--- src/rtl/key10_encoder_pkg.sv ---
// Shared types and constants for the 10-key debounced encoder.
// Holds the FSM encoding, key/code widths and the one-hot helpers.
package key10_encoder_pkg;

    localparam int KEY_COUNT = 10;
    localparam int CODE_W    = 4;
    localparam logic [CODE_W-1:0] CODE_NONE = '0;

    typedef enum logic [1:0] {
        ST_IDLE      = 2'd0,
        ST_DEB_PRESS = 2'd1,
        ST_HELD      = 2'd2,
        ST_DEB_REL   = 2'd3
    } state_t;

    // Clearing the lowest set bit leaves zero only for a single-bit vector.
    function automatic logic is_onehot(input logic [KEY_COUNT-1:0] v);
        return (v != '0) && ((v & (v - KEY_COUNT'(1))) == '0);
    endfunction

    function automatic logic is_multi(input logic [KEY_COUNT-1:0] v);
        return (v & (v - KEY_COUNT'(1))) != '0;
    endfunction

    // Key k maps to code k+1 so that zero stays free for "no key".
    function automatic logic [CODE_W-1:0] encode_key(input logic [KEY_COUNT-1:0] v);
        logic [CODE_W-1:0] code;
        code = CODE_NONE;
        for (int k = 0; k < KEY_COUNT; k++) begin
            if (v[k]) begin
                code = CODE_W'(k + 1);
            end
        end
        return code;
    endfunction

endpackage

--- src/rtl/key10_encoder_sync.sv ---
// Two-flop synchronizer bringing the raw key levels into the i_clk domain.
module key_sync #(
    parameter int WIDTH = 10
) (
    input  logic             i_clk,
    input  logic             i_rst_n,
    input  logic [WIDTH-1:0] i_async,
    output logic [WIDTH-1:0] o_sync
);

    logic [WIDTH-1:0] meta_q;
    logic [WIDTH-1:0] sync_q;

    always_ff @(posedge i_clk or negedge i_rst_n) begin
        if (!i_rst_n) begin
            meta_q <= '0;
            sync_q <= '0;
        end else begin
            meta_q <= i_async;
            sync_q <= meta_q;
        end
    end

    assign o_sync = sync_q;

endmodule

--- src/rtl/key10_encoder.sv ---
// Debounced 10-key encoder: accepts a single held key, reports its code,
// and pulses on accepted press and release.
//
// state        | meaning
// ST_IDLE      | no key accepted, waiting for a one-hot sample
// ST_DEB_PRESS | candidate seen, counting stable samples before acceptance
// ST_HELD      | key accepted, code and valid driven
// ST_DEB_REL   | candidate gone, counting samples before accepting release
module key10_encoder
    import key10_encoder_pkg::*;
#(
    parameter int DEBOUNCE_CYCLES = 1000
) (
    input  logic                 i_clk,
    input  logic                 i_rst_n,
    input  logic [KEY_COUNT-1:0] i_keys,
    output logic [CODE_W-1:0]    o_code,
    output logic                 o_valid,
    output logic                 o_press,
    output logic                 o_release,
    output logic                 o_multi
);

    localparam int CNT_W = $clog2(DEBOUNCE_CYCLES);
    localparam logic [CNT_W-1:0] CNT_LAST = CNT_W'(DEBOUNCE_CYCLES - 1);

    logic [KEY_COUNT-1:0] keys_s;
    logic [KEY_COUNT-1:0] cand_q;
    logic [CNT_W-1:0]     cnt_q;
    state_t               state_q;
    logic [CODE_W-1:0]    code_q;
    logic                 valid_q;
    logic                 press_q;
    logic                 release_q;
    logic                 multi_q;
    logic                 match;

    key_sync #(
        .WIDTH(KEY_COUNT)
    ) u_sync (
        .i_clk  (i_clk),
        .i_rst_n(i_rst_n),
        .i_async(i_keys),
        .o_sync (keys_s)
    );

    assign match = (keys_s == cand_q);

    always_ff @(posedge i_clk or negedge i_rst_n) begin
        if (!i_rst_n) begin
            state_q   <= ST_IDLE;
            cand_q    <= '0;
            cnt_q     <= '0;
            code_q    <= CODE_NONE;
            valid_q   <= 1'b0;
            press_q   <= 1'b0;
            release_q <= 1'b0;
            multi_q   <= 1'b0;
        end else begin
            press_q   <= 1'b0;
            release_q <= 1'b0;
            multi_q   <= is_multi(keys_s);
            case (state_q)
                ST_IDLE: begin
                    if (is_onehot(keys_s)) begin
                        cand_q  <= keys_s;
                        cnt_q   <= '0;
                        state_q <= ST_DEB_PRESS;
                    end
                end
                ST_DEB_PRESS: begin
                    if (!match) begin
                        state_q <= ST_IDLE;
                    end else if (cnt_q == CNT_LAST) begin
                        state_q <= ST_HELD;
                        code_q  <= encode_key(cand_q);
                        valid_q <= 1'b1;
                        press_q <= 1'b1;
                    end else begin
                        cnt_q <= cnt_q + CNT_W'(1);
                    end
                end
                ST_HELD: begin
                    // Any deviation, including an extra key, starts the release path.
                    if (!match) begin
                        state_q <= ST_DEB_REL;
                        cnt_q   <= '0;
                    end
                end
                ST_DEB_REL: begin
                    if (match) begin
                        state_q <= ST_HELD;
                    end else if (cnt_q == CNT_LAST) begin
                        state_q   <= ST_IDLE;
                        code_q    <= CODE_NONE;
                        valid_q   <= 1'b0;
                        release_q <= 1'b1;
                    end else begin
                        cnt_q <= cnt_q + CNT_W'(1);
                    end
                end
                default: begin
                    state_q <= ST_IDLE;
                end
            endcase
        end
    end

    assign o_code    = code_q;
    assign o_valid   = valid_q;
    assign o_press   = press_q;
    assign o_release = release_q;
    assign o_multi   = multi_q;

endmodule

--- config.mk ---
export PLATFORM = sky130hd
export DESIGN_NAME = key10_encoder
export DESIGN_NICKNAME = d
export VERILOG_FILES = /design/src/rtl/key10_encoder_pkg.sv /design/src/rtl/key10_encoder_sync.sv /design/src/rtl/key10_encoder.sv
export SDC_FILE = /design/constraint.sdc
export NUM_CORES = 1
export LEC_CHECK = 0
export CAP_MARGIN = 20
export CORE_MARGIN = 2
export CORE_UTILIZATION = 35
export DETAILED_ROUTE_END_ITERATION = 7
export GPL_TIMING_DRIVEN = 0
export PLACE_DENSITY = 0.61
export SYNTH_ARGS = -nofsm -noshare
export SYNTH_HDL_FRONTEND = slang
export SYNTH_SLANG_ARGS = --single-unit
--- constraint.sdc ---
create_clock -name i_clk -period 3.7 [get_ports i_clk]
set_input_delay 0.74 -clock i_clk [delete_from_list [all_inputs] [get_ports i_clk]]
set_output_delay 0.74 -clock i_clk [all_outputs]
set_load 0.02 [all_outputs]
* Word level (Yosys, flattened, before mapping)
Index checks and enable logic that the tools add are counted.
** Word-level totals
- Bits in writable memories :: 0
- Bits in latches :: 0
- Output and inout port bits :: 8
- Logic and storage cells :: 74
- Memory bits (read-only) :: 0
- Memories :: 0
- Register bits after elaboration :: 50
** Operators by class
- Bitwise logic cells :: 1
- Add/sub/neg operators :: 2
- Shifts and indexed selects :: 0
- $lt $le $gt $ge :: 0
- $mul :: 0
- Equality and inequality tests :: 13
- Reductions and logical operators :: 10
- Muxes and demuxes :: 38
- Div/mod/pow operators :: 0
** Operators by type and width (count)
- 4-bit 2-to-1 mux :: 13
- 10-bit 2-to-1 mux :: 5
- 10-bit case mux with 4 select lines :: 1
- 10-bit nonzero test :: 2
- 2-bit 2-to-1 mux :: 6
- 2-bit != test, second input constant :: 6
- 10-bit by 1-bit adder with 10-bit output, second input constant :: 1
- 10-bit bitwise AND :: 1
- 10-bit == test :: 1
- 10-bit == test, second input constant :: 1
- 10-bit logical NOT :: 1
- 1-bit 2-to-1 mux :: 10
- 10-bit by 1-bit subtractor with 10-bit output, second input constant :: 1
- 2-bit case mux with 4 select lines :: 1
- 4-bit case mux with 2 select lines :: 1
- 4-bit AND reduction :: 2
- 3-bit != test, second input constant :: 2
- 5-bit AND reduction :: 1
- 2-bit == test, second input constant :: 2
- 2-bit by 1-bit == test with 1-bit output, second input constant :: 1
- 2-bit logical NOT :: 1
- 1-bit case mux with 2 select lines :: 1
- 2-bit AND reduction :: 1
- 2-bit nonzero test :: 1
- 1-bit logical AND :: 1

* Depth between registers and ports, before layout
- Word-level depth :: 13
- Gate-level depth with buffers :: 8
- Mapped depth without buffers :: 7

* Cells and area by module
Synthesis repeated with hierarchy kept, for this count alone.
** Unflattened totals
- Cells, all modules :: 186
- Area total of the unflattened synthesis :: 2183.3 um2
** By module, submodules not included
- key10_encoder :: area an instance 1682.9 um2, instances 1, cells each 166
- key_sync :: area an instance 500.5 um2, instances 1, cells each 20

* Worst setup path before layout
No wires, ideal clock.
- Path kind :: reg2reg
- From :: register u_sync.sync_q[1] (netlist: u_sync.o_sync[1])
- To :: register cnt_q[5]
- Cell stages (with the launch flop) :: 8
- Data arrival time :: 2203 ps
- Slack :: 1373 ps
- Buffers on the path :: 1
- Clock period less this slack :: 2327 ps
- Cell sequence :: dfrtp_1 > or4_4 > nor4_2 > nor3_1 > or4_4 > nor2b_4 > buf_6 > a211o_1
** Between the ends
- Longest elaborated chain between the ends :: 6
- Elaborated cells between the ends (all ways) :: 11
** Ends and longest elaborated chain
- from (decl) :: line key10_encoder_sync.sv:12 : logic [WIDTH-1:0] sync_q;
- from (signal assigned) :: line key10_encoder_sync.sv:20 : sync_q <= meta_q;
- 10-bit by 1-bit subtractor with 10-bit output :: line key10_encoder_pkg.sv:18 : return (v != '0) && ((v & (v - KEY_COUNT'(1))) == '0);
- 10-bit bitwise AND :: line key10_encoder_pkg.sv:18
- 10-bit logical NOT :: line key10_encoder_pkg.sv:18
- 1-bit logical AND :: line key10_encoder_pkg.sv:18
- 2-bit != test (no line)
- 4-bit AND reduction (no line) *
- to (signal assigned) :: line key10_encoder.sv:80 : cnt_q <= cnt_q + CNT_W'(1);
- to (signal assigned) :: line key10_encoder.sv:99 : cnt_q <= cnt_q + CNT_W'(1);
- to (decl) :: line key10_encoder.sv:29 : logic [CNT_W-1:0] cnt_q;
Mark *: on every way between the ends. The rest lies on a longest branch, timed or not.
A chain may end at the register's enable or synchronous reset.

* Worst setup path in the final report
- From :: register u_sync.sync_q[9] (netlist: u_sync.o_sync[9])
- To :: register code_q[2] (netlist: o_code[2])
** Between the ends
- Longest elaborated chain between the ends :: 3
- Elaborated cells between the ends (all ways) :: 4
** Ends and longest elaborated chain
- 10-bit == test * :: line key10_encoder.sv:47 : assign match = (keys_s == cand_q);
- 2-bit != test (no line)
- 5-bit AND reduction (no line) *
- to (signal assigned) :: line key10_encoder.sv:76 : code_q <= encode_key(cand_q);
- to (decl) :: line key10_encoder.sv:31 : logic [CODE_W-1:0] code_q;
Marked as above.

==> metrics.md <==
| Metric | Value |
|---|---|
| Slew margin rel. | 43.54% |
| Crit. End Element | register |
| MaxCap Viol Count | 0 |
| Detailed Place HPWL | 2.899 mm |
| Antenna-violating nets left | 0 |
| Fmax | 0.3866 GHz |
| P per Cell Area | 414.0 nW/um^2 |
| Post-CTS setup buffers | 0 |
| CTS Buf Count | 5 |
| Chip Height | 83.84 um |
| Nets | 229 |
| CTS Hold Bufs | 0 |
| Global-route wire length before repair | 7.217 mm |
| Final hold viol count | 0 |
| Average wire per standard cell | 14.07 um |
| Worst Path Max Fanout | 10 |
| Gpl congestion | 0.8111 |
| Synth Area per Inst | 11.80 um^2 |
| Setup TNS | 0 ps |
| Post-synth ARST share | 100.0% |
| Min-delay worst type | reg -> reg |
| Final setup fails | 0 |
| Main synth FF type | dfrtp_1 |
| Leakage | 0.001116 uW |
| Synth top area share | 56.09% |
| Internal | 790.0 uW |
| CTS sink cnt | 50 |
| Root Buffer | clkbuf_8 |
| RSZ-0062 raised after global routing | no |
| Final wirelength | 4.136 mm |
| Clock Path Buffers | 2 |
| Period utilisation layout | 69.90% |
| Sequential Power Share | 56.8% |
| Clock transition at the registers of the reported paths | 100 ps |
| Vias in the first global route | 1,529 |
| #FFs+latches synth | 50 |
| Arr. time, crit path | 2780 ps |
| Clock power share | 31.2% |
| CTS resizes | 0 |
| Skew final | 15.15 ps |
| Logic pwr share | 12.0% |
| DR vias | 1,502 |
| Vias/cell | 5.109 |
| Worst path required time | 3890 ps |
| Syn-to-layout area delta | 17.78% |
| Worst Max-Slew Pin Slew | 840.8 ps |
| I/O pin cnt | 20 |
| Net Sw Frac | 27.38% |
| ANT cells | 0 |
| Layout cells sized above 1 | 16.13% |
| Mapped Cells | 189 |
| Syn_nets | 202 |
| CTS tree | yes |
| CP startpoint kind | register |
| Yosys Warn Count | 0 |
| Fill cell count | 603 |
| Die width | 83.84 um |
| Peak VDD IR | 0.2827 mV |
| EDFF count, synth | 0 |
| Core area | 6241 um^2 |
| Number of remaining DRC errors | 0 |
| Commonest cells after routing, fill and taps aside | dfrtp_1, clkdlybuf4s50_1, mux2_2, nand2_1, xnor2_1 |
| Max H-tree Level | 2 |
| Initial antenna violation count | 0 |
| Synth area leaders | dfrtp_1, mux2_2, xnor2_1, a22o_1, o31ai_1 |
| Status | finished clean |
| Full die area | 7028 um^2 |
| Initial Util | 35.75% |
| Distinct cells, synth | 45 |
| Leading cell type in the layout, fill and taps excluded | dfrtp_1 |
| Period minus WS final | 2586 ps |
| NetSw | 297.9 uW |
| First-pass DRT Iterations | 4 |
| # port buffers | 19 |
| Pin count of the biggest net entering global routing | 28 |
| Skew-Pair Late Insertion Delay | 310 ps |
| Post-synth top area cell | dfrtp_1 |
| GRT Residual Overflow | 0 |
| Starting DRT DRC Count | 101 |
| Total track usage | 12.75% |
| Kind of critical path | reg -> reg |
| Post-Syn Area | 2231 um^2 |
| Sequential area share after synthesis | 56.09% |
| Setup ws final | 1114 ps |
| Max-slew violation count | 0 |
| Dpl ws | 1114 ps |
| Number of placement rows | 29 |
-- state kept, by name (all words and copies together), names as in the netlist, named ones only --
name and cells:
u_sync.meta_q 10, cand_q 10, o_press 1, cnt_q 10, o_code 4, state_q 1
o_valid 1, o_multi 1, o_release 1, u_sync.o_sync 10
-- cell type report --
type | instances | area [um^2] | share of cell area [%]
Multi-Input combinational cell | 127 | 925.9 | 35.24
Sequential cell | 50 | 1251 | 47.62
Clock inverter | 3 | 26.28 | 1.000
Timing Repair Buffer | 20 | 205.2 | 7.810
Inverter | 4 | 15.01 | 0.5714
Tap cell | 77 | 96.34 | 3.667
Clock buffer | 5 | 68.82 | 2.619
Buffer | 8 | 38.79 | 1.476
-- metrics by stage --
| stage | hold WS [ps] | area, um^2 | std cells | utilization, % | power (uW) |
|---|---|---|---|---|---|
| 2_1_floorplan | 331.2 | 2231 | 189 | - | 709.1 |
| 4_1_cts | 359.6 | 2628 | 294 | 42.10 | 1106 |
| 5_1_grt | 362.8 | 2628 | 294 | 42.10 | 1144 |
| 3_5_place_dp | 334.7 | 2532 | 286 | 40.58 | 760.7 |
| 6_report | 351.3 | 2628 | 294 | 42.10 | 1088 |
| 3_3_place_gp | 331.5 | 2517 | 285 | 40.34 | 753.2 |
-- Yosys cell counts, types with 2 or more instances --
library cell,instances
o21ai_0,7
or2_2,2
or4_4,2
nor4_1,3
xnor2_1,9
a211oi_1,2
nor2_1,8
mux2i_1,2
nor4b_1,2
nand3_1,7
xor2_1,3
dfrtp_1,50
nor3_1,7
clkbuf_1,6
a22o_1,7
o31ai_1,6
nand4_1,2
nand2_1,11
mux2_2,13
inv_1,4
and3_1,3
a21oi_1,5
nand2b_1,6
-- routing by layer --
| layer | up-vias | share of wire, % | global-route usage [%] |
|---|---|---|---|
| met5 | - | 0 | 0 |
| met4 | 0 | 1.5 | 3.959 |
| met3 | 5 | 3.5 | 2.967 |
| met2 | 31 | 47 | 20.87 |
| met1 | 731 | 47 | 16.84 |
| li1 | 735 | - | - |
-- critical path, cell delays in order, from the launching register on --
cell      delay, ps
dfrtp_1         330
clkbuf_1        250
xnor2_1         170
nand4_1         150
nor4_4          470
xnor2_1         360
nor2_1          360
mux2_2          370
-- final timing paths --
check / from / to / slack (ps) / cells after the start
min reg2reg: u_sync.meta_q[1]$_DFF_PN0_ / u_sync.o_sync[1]$_DFF_PN0_ / 350 / 0
max in group asynchronous: i_rst_n / cnt_q[7]$_DFFE_PN0P_ / 2760 / 2
min: u_sync.meta_q[1]$_DFF_PN0_ / u_sync.o_sync[1]$_DFF_PN0_ / 350 / 0
min in group asynchronous: i_rst_n / u_sync.o_sync[1]$_DFF_PN0_ / 400 / 1
max reg2reg: u_sync.o_sync[9]$_DFF_PN0_ / o_code[2]$_DFFE_PN0P_ / 1110 / 7
max: u_sync.o_sync[9]$_DFF_PN0_ / o_code[2]$_DFFE_PN0P_ / 1110 / 7
-- logic make-up (layout without fill, tap and decap cells) --
| family | Yosys count | count (layout) | share of synthesized area (%) |
|---|---|---|---|
| and+or+nand+nor | 60 | 60 | 16.26 |
| xor gates and xnor gates | 12 | 12 | 4.712 |
| buffers and inverters | 12 | 40 | 2.411 |
| DFF | 50 | 50 | 56.09 |
| adders and majority gates | 2 | 2 | 1.009 |
| AOI/OAI and AO/OA | 38 | 38 | 12.06 |
| muxes | 15 | 15 | 7.459 |
-- power by group through the flow --
stage / Sequential, uW / Clock (uW) / Combinational [uW]
detailed placement: 628 / 0 / 132
finish: 618 / 339 / 131
floorplan: 619 / 0 / 90.4
global route: 624 / 372 / 148
CTS: 618 / 355 / 133
global placement: 627 / 0 / 127
Note: power is estimated with default switching activity, not from simulation.
==> patch 1: new RTL, config.mk and constraints unchanged <==
Set the parameter `DEBOUNCE_CYCLES` to 500 (it was 1000).
--- a/src/rtl/key10_encoder.sv
+++ b/src/rtl/key10_encoder.sv
@@ -11,3 +11,3 @@
 #(
-    parameter int DEBOUNCE_CYCLES = 1000
+    parameter int DEBOUNCE_CYCLES = 500
 ) (
Behaviour: no difference found for any inputs over 10 cycles, from zero or initial values and one cycle with i_rst_n low; that may be too few to reach the edited logic, so the function may still have changed.
==> patch 1 against the unedited design <==
- critical path depth fell by 1
- power is 0.32% lower
- setup slack worse by 0.18 ns
- wire length fell by 8.4%
- synthesized area decreased by 3.0%
- cell area is 1.9% lower
- sequential power fell by 3.7%
- fmax fell by 6.5%
- sequential cell count is 1 lower
- first-iteration DRC count is 36% lower
- combinational power is 21% lower
- die area down 2.9%
- critical endpoint is now cand_q[8]$_DFFE_PN0P_
- largest cell class unchanged
==> patch 1: results (changes against the unedited design) <==
Global routing
  • Largest net degree at the start of global routing: 31 (+11%)
  • Number of global-route vias before repair: 1345 (-12%)
  • First-pass GRT wire length: 6640 µm (-8.0%)
  • Initial antenna violation count: 0 (unchanged)
  • GRT Total Usage: 13.1% (+0.34 points)

CTS
  • Worst-skew pair later-pin latency: 0.31 ns (about the same)
  • Clock slew at reported path FFs: approximately 0.090 ns
  • CTS resizes: 0 (unchanged)
  • CTS Buffer Depth: 2 (unchanged)
  • Clk root buf: clkbuf_8
  • H-tree levels: 2 (unchanged)
  • CTS buffer count: 5 (unchanged)
  • Setup Fix Bufs, Post-CTS: 0 (unchanged)

Power
  • Max VDD drop: 0.206 mV (-27%)
  • Leak: 1.08 nW (-3.1%)

Worst setup path
  • Cells on worst reg2reg path: 6 (-1)
  • Worst-path fanout max: 10 (unchanged)
  • Worst path top cell family by delay: simple AND/OR/NAND/NOR gates
  • Worst path max stage delay: 0.56 ns (+0.09 ns)
  • Worst path slowest cell: or4_4
  • Arr. time, crit path: 2.97 ns (+0.19 ns)

Yosys
  • Syn Nets: 199 (-1.5%)
  • Yosys warns: 0 (unchanged)
  • Synth cell count leaders: dfrtp_1, nand2_1, xnor2_1, mux2_2
  • Main flop type after synthesis: dfrtp_1
  • Post-synth EDFFs: 0 (unchanged)
  • Sequential fraction of the synthesis area: 56.7% (+0.59 points)
  • FFs w/ async S/R, synth: 100% (unchanged)
  • Yosys cell types: 41 (-8.9%)
  • Synth area leaders: dfrtp_1, mux2_2, xnor2_1

Place
  • IO buf count: 19 (unchanged)
  • GPL Wtd Cong: 0.797 (-1.7%)
  • HPWL after detailed placement: 2640 µm (-8.8%)
  • Place WS: 0.925 ns (-0.190 ns)

Status
  • Status: completed

STA
  • Endpoints failing setup: 0 (unchanged)
  • Clk_skew: 0.00663 ns (-0.00852 ns)
  • Slew Limit Headroom: 56.1% (+13 points)

Route
  • WL/cell: 13.1 µm (-6.8%)
  • Initial DRC Count: 65 (-36%)
  • Drt pass-1 iters: 4 (unchanged)
  • Via-per-instance ratio: 5.08 (-0.64%)

Layout
  • Final-layout fill cell count: 591 (-2.0%)
  • Antenna Cells: 0 (unchanged)
  • Layout cell share with drive strength beyond 1: 12.6% (-3.5 points)
  • Nets: 226 (-1.3%)

Worst hold path
  • Hold path depth: 0 (unchanged)
  • Worst hold path type: register to register
-- patch 1: cell types whose count changed after synthesis, moves of 3 or more --
| cell | before | now |
|---|---|---|
| nand3_1 | 7 | 3 |
| o31ai_1 | 6 | 2 |
| a2111oi_0 | 0 | 3 |
| a22o_1 | 7 | 4 |
| and3_1 | 3 | 6 |
| inv_1 | 4 | 7 |
| mux2_2 | 13 | 10 |
-- patch 1: path summary, 6_finish.rpt --
path / from / to / slack, ns
worst min-delay path: u_sync.meta_q[2]$_DFF_PN0_ / u_sync.o_sync[2]$_DFF_PN0_ / 0.35
min in group asynchronous: i_rst_n / u_sync.meta_q[0]$_DFF_PN0_ / 0.37
worst min register to register: u_sync.meta_q[2]$_DFF_PN0_ / u_sync.o_sync[2]$_DFF_PN0_ / 0.35
worst max register to register: u_sync.o_sync[1]$_DFF_PN0_ / cand_q[8]$_DFFE_PN0P_ / 0.93
max in group asynchronous: i_rst_n / cnt_q[5]$_DFFE_PN0P_ / 2.82
worst max-delay path: u_sync.o_sync[1]$_DFF_PN0_ / cand_q[8]$_DFFE_PN0P_ / 0.93
-- patch 1: routing by layer --
| metal | share of wire (%) | global-route usage [%] | vias up |
|---|---|---|---|
| li1 | - | - | 725 |
| met1 | 51 | 18.2 | 717 |
| met2 | 43 | 18.0 | 18 |
| met3 | 3.6 | 4.24 | 7 |
| met4 | 2.4 | 6.89 | 0 |
| met5 | 0 | 0 | - |
-- patch 1: final cells by class --
class,count,share of cell area (%)
Buffer,5,0.777
Clock buffer,5,2.67
Clock inverter,3,1.80
Inverter,7,1.02
Multi-Input combinational cell,125,34.6
Sequential cell,49,47.6
Tap cell,75,3.64
Timing Repair Buffer,20,7.96
-- patch 1: power breakdown --
part / total [mW] / switching (mW) / internal [mW]
Sequential: 0.595 / 0.0322 / 0.563
Combinational: 0.103 / 0.0464 / 0.0563
Clock: 0.387 / 0.185 / 0.202
Total: 1.08 / 0.263 / 0.821
-- patch 1: kinds of logic after synthesis --
logic type               after synthesis  share of synthesized area, %
multiplexers                          13                          6.59
adder cells (fa/ha/maj)                2                          1.04
XOR/XNOR                              13                          5.26
buffers and inverters                 12                          2.14
AO/OA/AOI/OAI                         40                          13.1
AND/OR/NAND/NOR                       57                          15.2
flip-flops                            49                          56.7
-- patch 1: through the flow --
stage | utilization [%] | instance area, µm² | std cells | hold slack (ns)
3_3_place_gp | 41.1 | 2450 | 280 | 0.333
5_1_grt | 43.3 | 2580 | 289 | 0.364
3_5_place_dp | 41.3 | 2460 | 281 | 0.335
6_report | 43.3 | 2580 | 289 | 0.353
2_1_floorplan | - | 2160 | 186 | 0.331
4_1_cts | 43.3 | 2580 | 289 | 0.356
==> patch 2: new RTL, same settings <==
Made on the original files. Remove the register `multi_q`: a continuous assignment takes its place, so the output `o_multi` follows one clock earlier.
--- a/src/rtl/key10_encoder.sv
+++ b/src/rtl/key10_encoder.sv
@@ -57,3 +57,2 @@
             release_q <= 1'b0;
-            multi_q   <= 1'b0;
         end else begin
@@ -61,3 +60,2 @@
             release_q <= 1'b0;
-            multi_q   <= is_multi(keys_s);
             case (state_q)
@@ -108,2 +106,4 @@
 
+    assign multi_q = is_multi(keys_s);
+
     assign o_code    = code_q;
Function: changed (Yosys sat finds a counterexample within 4 cycles, from zero or initial values and one cycle with i_rst_n low).
==> patch 2 against the unedited design <==
- combinational power is 14% lower
- utilization is 0.16 points lower
- sequential cell count is 1 lower
- global-route usage is 0.22 points lower
- non-clock buffer count is 3 lower
- setup slack worse by 0.53 ns
- power is 2.4% lower
- hold slack better by 0.0047 ns
- wire length is 2.4% lower
- synthesized area is 0.56% lower
- cell area is 0.38% lower
==> patch 2: results (changes against the unedited design) <==
Yosys
  • Synth cell count leaders: dfrtp_1, mux2_2, nor2_1, nand2_1, xor2_1
  • Yosys cell types: 42 (-6.7%)
  • Syn Inst Count: 191 (+1.1%)
  • FFs w/ async S/R, synth: 100% (unchanged)
  • Sequential fraction of the synthesis area: 55.3% (-0.81 points)
  • Yosys warns: 0 (unchanged)
  • Syn Nets: 204 (+0.99%)
  • Synth area leaders: dfrtp_1, mux2_2, xor2_1

Worst hold path
  • Hold Path Sink: u_sync.o_sync[5]$_DFF_PN0_
  • Hold wc startpoint: u_sync.meta_q[5]$_DFF_PN0_

Layout
  • Nets: 231 (+0.87%)
  • Final-layout fill cell count: 600 (-0.50%)
  • Layout cell share with drive strength beyond 1: 14.2% (-2.0 points)
  • Antenna Cells: 0 (unchanged)

Route
  • Routed wl met2: 1850 µm (-5.7%)
  • WL met3: 167 µm (+15%)
  • Top sig layer: met4
  • Total Wirelength: 4040 µm (-2.4%)
  • Routed vias: 1549 (+3.1%)
  • Via-per-instance ratio: 5.23 (+2.4%)
  • Initial DRC Count: 80 (-21%)
  • Drt pass-1 iters: 4 (unchanged)
  • M1 WL: 1940 µm (-1.1%)

Global routing
  • GRT Total Usage: 12.5% (-0.22 points)
  • Largest net degree at the start of global routing: 27 (-3.6%)
  • Initial antenna violation count: 0 (unchanged)
  • First-pass GRT wire length: 7180 µm (-0.48%)
  • Met1 GRT Util: 16.8% (-0.043 points)
  • M2 GR Usage: 20.1% (-0.73 points)
  • GR Layer Usage met3: 2.37% (-0.59 points)
  • Number of global-route vias before repair: 1555 (+1.7%)

Power
  • Max VDD drop: 0.196 mV (-31%)
  • Leak: 1.13 nW (+1.5%)

Worst setup path
  • Worst path max stage delay: 0.58 ns (+0.11 ns)
  • Arr. time, crit path: 2.37 ns (-0.41 ns)
  • Worst-path fanout max: 5 (-5)
  • Cells on worst reg2reg path: 6 (-1)
  • R2R Setup Slk: 1.19 ns (+0.08 ns)
  • Crit path capture: o_multi
  • Critical Path Start: u_sync.o_sync[1]$_DFF_PN0_
  • RR Endpoint: cnt_q[2]$_DFFE_PN0P_
  • Reg2reg start: u_sync.o_sync[4]$_DFF_PN0_
  • Worst path top cell family by delay: simple AND/OR/NAND/NOR gates
  • Worst path slowest cell: or4_4

Place
  • Inst Count DP: 288 (+0.70%)
  • Place WS: 0.932 ns (-0.182 ns)
  • GPL Wtd Cong: 0.823 (+1.4%)
  • HPWL after detailed placement: 2810 µm (-3.2%)

CTS
  • Worst-skew pair later-pin latency: 0.31 ns (about the same)
  • CTS Buffer Depth: 2 (unchanged)
  • CTS resizes: 0 (unchanged)

STA
  • Worst-Margin Slew: 0.619 ns (-0.222 ns)
  • Final hold vios: 0 (unchanged)
  • Fin crit share: 84.2% (+14 points)
  • Clk_skew: 0.00933 ns (-0.00582 ns)
  • Hold slack: 0.356 ns (+0.00474 ns)

Status
  • Status: completed
patch 2: changes by cell type in the layout (fill, tap and decap cells not counted), sizes merged, moves of 2 or more:
cell,delta
o31ai,-4
xor2,+6
nor2,+5
nand2b,-2
a22o,-4
xnor2,-5
a221o,+6
mux2i,+2
nor3,-2
clkbuf,-2
inv,+3
o22ai,+2
patch 2: power breakdown:
group	leakage, nW	total (mW)	internal [mW]	switching [mW]
Sequential	0.629	0.609	0.568	0.0406
Clock	0.0506	0.340	0.142	0.198
Combinational	0.453	0.113	0.0643	0.0490
patch 2: cell type report:
| cell class | count | area, µm² | share of cell area (%) |
|---|---|---|---|
| timing repair buffer | 20 | 205 | 7.84 |
| clock buffer | 5 | 68.8 | 2.63 |
| multi-input combinational | 129 | 936 | 35.8 |
| buffer | 5 | 26.3 | 1.00 |
| sequential | 49 | 1230 | 46.8 |
| clock inverter | 3 | 28.8 | 1.10 |
| inverter | 8 | 30.0 | 1.15 |
| tap | 77 | 96.3 | 3.68 |
patch 2: per-stage QoR:
stage               total power, mW  instance area, µm²  utilization [%]
floorplan                     0.687                2220                -
global placement              0.728                2500             40.1
detailed placement            0.733                2520             40.4
CTS                            1.08                2620             41.9
global route                   1.11                2620             41.9
finish                         1.06                2620             41.9
patch 2: cell families (layout without fill, tap and decap cells):
kind of cell / count (synthesis) / count (layout) / share of synthesized area (%)
xor gates and xnor gates: 13 / 13 / 5.13
DFF: 49 / 49 / 55.3
muxes: 18 / 18 / 8.91
AOI/OAI and AO/OA: 36 / 36 / 12.3
adders and majority gates: 2 / 2 / 1.02
buffers and inverters: 13 / 41 / 2.54
and+or+nand+nor: 60 / 60 / 14.8
